`src/rtl/wrsw_ep_cfg_arbiter.sv`:
```
// Round-robin arbiter sharing one pipelined Wishbone master between g_num_req
// configuration requesters. One single-beat transaction on the bus at a time, with timeout.
module wrsw_ep_cfg_arbiter #(
  parameter int unsigned g_num_req = 6,
  parameter int unsigned g_timeout = 255
) (
  input  logic                     clk_sys_i,
  input  logic                     rst_i,
  input  logic [g_num_req-1:0]     req_i,
  input  logic [g_num_req-1:0]     we_i,
  input  logic [32*g_num_req-1:0]  adr_i,
  input  logic [32*g_num_req-1:0]  dat_i,
  input  logic [4*g_num_req-1:0]   sel_i,
  output logic [g_num_req-1:0]     gnt_o,
  output logic [g_num_req-1:0]     done_o,
  output logic [g_num_req-1:0]     err_o,
  output logic [31:0]              rdata_o,
  output logic                     wb_cyc_o,
  output logic                     wb_stb_o,
  output logic                     wb_we_o,
  output logic [31:0]              wb_adr_o,
  output logic [3:0]               wb_sel_o,
  output logic [31:0]              wb_dat_o,
  input  logic [31:0]              wb_dat_i,
  input  logic                     wb_ack_i,
  input  logic                     wb_err_i,
  input  logic                     wb_stall_i
);

  localparam int unsigned IdxW = (g_num_req > 1) ? $clog2(g_num_req) : 1;
  localparam int unsigned TmrW = $clog2(g_timeout + 1);

  typedef enum logic [1:0] {StIdle, StIssue, StWaitAck, StDone} state_e;

  state_e               state_q, state_d;
  logic [IdxW-1:0]      rr_q, rr_d;
  logic [TmrW-1:0]      timer_q, timer_d;
  logic [g_num_req-1:0] gnt_q, gnt_d, done_q, done_d, err_q, err_d;
  logic [31:0]          rdata_q, rdata_d, adr_q, adr_d, dat_q, dat_d;
  logic [3:0]           sel_q, sel_d;
  logic                 cyc_q, cyc_d, stb_q, stb_d, we_q, we_d;

  logic                 found, finish, fail;
  int unsigned          cand, win;

  // First requester strictly after the rr pointer wins; the last winner ranks lowest.
  always_comb begin
    found = 1'b0;
    cand  = 0;
    win   = 0;
    for (int unsigned i = 1; i <= g_num_req; i++) begin
      cand = (32'(rr_q) + i) % g_num_req;
      if (!found && req_i[IdxW'(cand)]) begin
        found = 1'b1;
        win   = cand;
      end
    end
  end

  always_comb begin
    state_d = state_q;
    rr_d    = rr_q;
    timer_d = timer_q;
    gnt_d   = gnt_q;
    done_d  = '0;
    err_d   = '0;
    rdata_d = rdata_q;
    cyc_d   = cyc_q;
    stb_d   = stb_q;
    we_d    = we_q;
    adr_d   = adr_q;
    dat_d   = dat_q;
    sel_d   = sel_q;
    finish  = 1'b0;
    fail    = 1'b0;

    unique case (state_q)
      StIdle: begin
        if (found) begin
          we_d              = we_i[IdxW'(win)];
          adr_d             = adr_i[32*win +: 32];
          dat_d             = dat_i[32*win +: 32];
          sel_d             = sel_i[4*win +: 4];
          gnt_d             = '0;
          gnt_d[IdxW'(win)] = 1'b1;
          rr_d              = IdxW'(win);
          cyc_d             = 1'b1;
          stb_d             = 1'b1;
          timer_d           = '0;
          state_d           = StIssue;
        end
      end

      StIssue, StWaitAck: begin
        timer_d = timer_q + 1'b1;
        // err wins over a simultaneous ack; the slave may answer in the accept cycle
        if (wb_err_i) begin
          finish = 1'b1;
          fail   = 1'b1;
        end else if (wb_ack_i) begin
          finish = 1'b1;
          if (!we_q) rdata_d = wb_dat_i;
        end else if (timer_q == TmrW'(g_timeout - 1)) begin
          finish = 1'b1;
          fail   = 1'b1;
        end

        if (finish) begin
          cyc_d   = 1'b0;
          stb_d   = 1'b0;
          gnt_d   = '0;
          done_d  = gnt_q;
          err_d   = fail ? gnt_q : '0;
          state_d = StDone;
        end else if (state_q == StIssue && !wb_stall_i) begin
          stb_d   = 1'b0;
          state_d = StWaitAck;
        end
      end

      StDone:  state_d = StIdle;
      default: state_d = StIdle;
    endcase
  end

  always_ff @(posedge clk_sys_i or posedge rst_i) begin
    if (rst_i) begin
      state_q <= StIdle;
      rr_q    <= IdxW'(g_num_req - 1);
      timer_q <= '0;
      gnt_q   <= '0;
      done_q  <= '0;
      err_q   <= '0;
      rdata_q <= '0;
      cyc_q   <= 1'b0;
      stb_q   <= 1'b0;
      we_q    <= 1'b0;
      adr_q   <= '0;
      dat_q   <= '0;
      sel_q   <= '0;
    end else begin
      state_q <= state_d;
      rr_q    <= rr_d;
      timer_q <= timer_d;
      gnt_q   <= gnt_d;
      done_q  <= done_d;
      err_q   <= err_d;
      rdata_q <= rdata_d;
      cyc_q   <= cyc_d;
      stb_q   <= stb_d;
      we_q    <= we_d;
      adr_q   <= adr_d;
      dat_q   <= dat_d;
      sel_q   <= sel_d;
    end
  end

  assign gnt_o    = gnt_q;
  assign done_o   = done_q;
  assign err_o    = err_q;
  assign rdata_o  = rdata_q;
  assign wb_cyc_o = cyc_q;
  assign wb_stb_o = stb_q;
  assign wb_we_o  = we_q;
  assign wb_adr_o = adr_q;
  assign wb_dat_o = dat_q;
  assign wb_sel_o = sel_q;

endmodule

```
`config.mk`:
```
export PLATFORM = sky130hd
export DESIGN_NAME = wrsw_ep_cfg_arbiter
export DESIGN_NICKNAME = d
export VERILOG_FILES = /design/src/rtl/wrsw_ep_cfg_arbiter.sv
export SDC_FILE = /design/constraint.sdc
export NUM_CORES = 1
export LEC_CHECK = 0
export ABC_AREA = 1
export CAP_MARGIN = 10
export CORE_AREA = 2 2 226 228
export DETAILED_ROUTE_END_ITERATION = 10
export DIE_AREA = 0 0 228 230
export PLACE_DENSITY_LB_ADDON = 0.15
export SKIP_LAST_GASP = 1
export SLEW_MARGIN = 25
export SYNTH_ARGS = -nofsm -noshare
export SYNTH_HDL_FRONTEND = slang
export SYNTH_SLANG_ARGS = --single-unit
```
`constraint.sdc`:
```
create_clock -name clk_sys_i -period 4.55 [get_ports clk_sys_i]
set_clock_uncertainty 0.15 [all_clocks]
set_input_delay 0.91 -clock clk_sys_i [delete_from_list [all_inputs] [get_ports clk_sys_i]]
set_output_delay 0.91 -clock clk_sys_i [all_outputs]
set_load 0.01 [all_outputs]
```
==> results.json <==
{
  "synth_cell_types": 40,
  "area_delta_synth_final_pct": 63.2,
  "yosysWarnings": 0,
  "ys_seq_area_share_pct": 29.4,
  "dr_wl_met2_mm": 29.5,
  "yosys_most_used_dff": "dfrtp_1",
  "route.met3.wl_mm": 3.71,
  "required_ns": 4.79,
  "grt_use_total_pct": 21.1,
  "finalMaxSlewViolations": 0,
  "drc": 0,
  "synth_largest_area_cell": "dfrtp_1",
  "cts_made_buffers": 17,
  "cp_max_fo": 37,
  "hold_ws_ns": 0.328,
  "grt_pass1_vias": 13900,
  "setup_slack_ns": 0.247,
  "synth_seq_cells": 134,
  "final_util_pct": 37.4,
  "wl_met1_mm": 24.1,
  "synthesis.nets": 2297,
  "clockBufferDepth": 2,
  "fin_nets": 2812,
  "yosysTopAreaCellShare_pct": 28.9,
  "wirelength_mm": 58.8,
  "worst_pin_slew_ns": 0.814,
  "antenna_found_initial": 17,
  "worst_path_largest_cell_delay_ns": 0.63,
  "synthArstFlopShare_pct": 100,
  "min_path_type": "register to register",
  "fmax_ghz": 0.232,
  "timing.final.crit_share_pct": 94.6,
  "htreeDepth": 4,
  "drtPass1Iterations": 7,
  "cts_tree": "done",
  "routed.top_layer": "met5",
  "cp-end-kind": "register",
  "worstSetupPathType": "register to register",
  "grt_pass1_wl_mm": 84.8,
  "dieArea_mm2": 0.0524,
  "period_minus_slack_ns": 4.30,
  "setup_viol": 0,
  "drt_iter0_drc": 806,
  "coreArea_mm2": 0.0499,
  "clock_sinks": 134,
  "die_x_um": 228,
  "multiInputGateArea_mm2": 0.00648,
  "drive_gt1_share_pct": 6.40,
  "io_pins": 578,
  "vias_per_cell": 4.63,
  "wl_per_cell_um": 19.4,
  "num_vias": 14000,
  "clk-insertion-delay-late_ns": 0.45,
  "synth_area_leaders": "dfrtp_1 29%, nand2_1 22%, nand3_1 14%, inv_1 8.5%, nand3b_1 4.7%",
  "clkTransAtPathRegs_ns": 0.07,
  "cp-start-kind": "register",
  "max_slew_margin_pct": 45.7,
  "antenna_left": 0,
  "syn-cell-area_mm2": 0.0114,
  "std_cell_rows": 82,
  "cap_viol_max_count": 0,
  "rsz0062_at_grt": "yes",
  "dieHeight_um": 230,
  "num-fill-cells": 5417,
  "grt_max_degree": 143,
  "dp_hpwl_mm": 43.0,
  "synth_area_per_cell_um2": 6.29,
  "crit_path_frequent_cell": "nand2_1",
  "seqCellArea_mm2": 0.00336,
  "crit_slowest_cell": "dfstp_2",
  "synth_edf_count": 0,
  "cp_cell_sequence": "inv_2 > ha_1 > nand2_1 > nand2_1 > ha_1 > inv_1 > nand2_1 > nand2_2 > nand2_2 > nor2_8 > xor2_2 > nand3b_1 > nand2_2 > nor2_4 > nand3_1 > nand2_4 > buf_12 > nand3_1 > nand2_1 > nand4_1 > nand2_1",
  "syn_inst": 1816,
  "status": "completed",
  "root_buffer": "clkbuf_16",
  "crit_arrival_ns": 4.54,
  "post-place-ws_ns": 0.194,
  "globalplace.congestion": 0.883,
  "final_hold_viol_count": 0,
  "grt_remaining_overflow": 0,
  "portBuffers": 577,
  "initial_utilization_pct": 22.9
}
flip-flops by register name, indices dropped and copies added, names as in the netlist:
register  flops
wb_we_o       1
wb_dat_o     32
rdata_o      32
gnt_o         6
err_o         6
timer_q       8
done_o        6
wb_stb_o      1
rr_q          3
wb_cyc_o      1
state_q       2
wb_sel_o      4
wb_adr_o     32
per-layer routing:
metal | global-route usage [%] | up-vias
li1 | - | 6794
met1 | 24.7 | 6618
met2 | 37.4 | 495
met3 | 5.43 | 71
met4 | 7.25 | 16
met5 | 0 | -
cell usage after synthesis, types with 11 or more instances:
cell and instances:
nand2_1 659, nand3_1 314, inv_1 258, dfrtp_1 132, nand3b_1 71, nand4_1 71, buf_2 52, mux2_2 32
clkbuf_1 30, nor2_1 29, ha_1 24, o21ai_0 19, buf_4 16, inv_2 13, buf_6 12, nand2_2 11
stage by stage:
stage          cell area [µm²]  instances  setup TNS (ns)
2_1_floorplan            11400       1816               0
3_3_place_gp             17800       2970               0
3_5_place_dp             17800       2970               0
4_1_cts                  18400       3002               0
5_1_grt                  18600       3023         -0.0142
6_report                 18700       3025               0
critical path, delay by kind of cell (launching register included):
kind          cells  cell delay (ns)
xor+xnor          1             0.25
simple gates     15             2.15
buf+inv           3             0.46
fa+ha+maj         2             0.57
flops             1             0.63
cell usage in the layout, fill, tap and decap left out, drive strengths merged:
cell,n
a21boi,1
a21oi,11
a31oi,1
and2,1
buf,33
bufinv,1
clkbuf,22
clkdlybuf4s50,577
clkinv,4
clkinvlp,2
dfrtp,132
dfstp,2
diode,9
ha,24
inv,278
mux2,32
nand2,673
nand3,317
nand3b,71
nand4,72
nor2,36
nor3,10
o211ai,1
o21a,3
o21ai,27
o22ai,7
o31ai,1
or2,1
or3,1
xnor2,1
xor2,2
final timing paths:
check,from,end,slack [ns],cells after the start
min in group asynchronous,rst_i,gnt_o[0],0.89,3
min,wb_adr_o[6],wb_adr_o[6],0.33,2
max,rr_q[2],wb_adr_o[7],0.25,21
min reg2reg,wb_adr_o[6],wb_adr_o[6],0.33,2
max in group asynchronous,rst_i,rr_q[1],2.68,3
max reg2reg,rr_q[2],wb_adr_o[7],0.25,21
timing repair:
item,in CTS,in global routing
gates resized for setup,0,6
endpoints found under the setup margin,0,75
setup buffers,0,8
hold endpoints to repair,0,0
hold buffers,0,0
final cells by class:
cell class / count / share of cell area (%)
inverter: 271 / 5.47
clock inverter: 14 / 0.859
tap: 672 / 4.51
antenna: 9 / 0.121
multi-input combinational: 1293 / 34.8
clock buffer: 18 / 2.35
timing repair buffer: 614 / 33.9
sequential: 134 / 18.0
kinds of logic after synthesis:
kind of cell | share of synthesized area [%]
XOR/XNOR | 0.296
multiplexers | 3.15
buffers and inverters | 14.7
adder cells (fa/ha/maj) | 2.63
flip-flops | 29.4
AND/OR/NAND/NOR | 47.2
AO/OA/AOI/OAI | 2.59
Power is left out: the tool's default activity adds up to more than one toggle a clock period on the data nets, which glitch-free logic cannot reach.
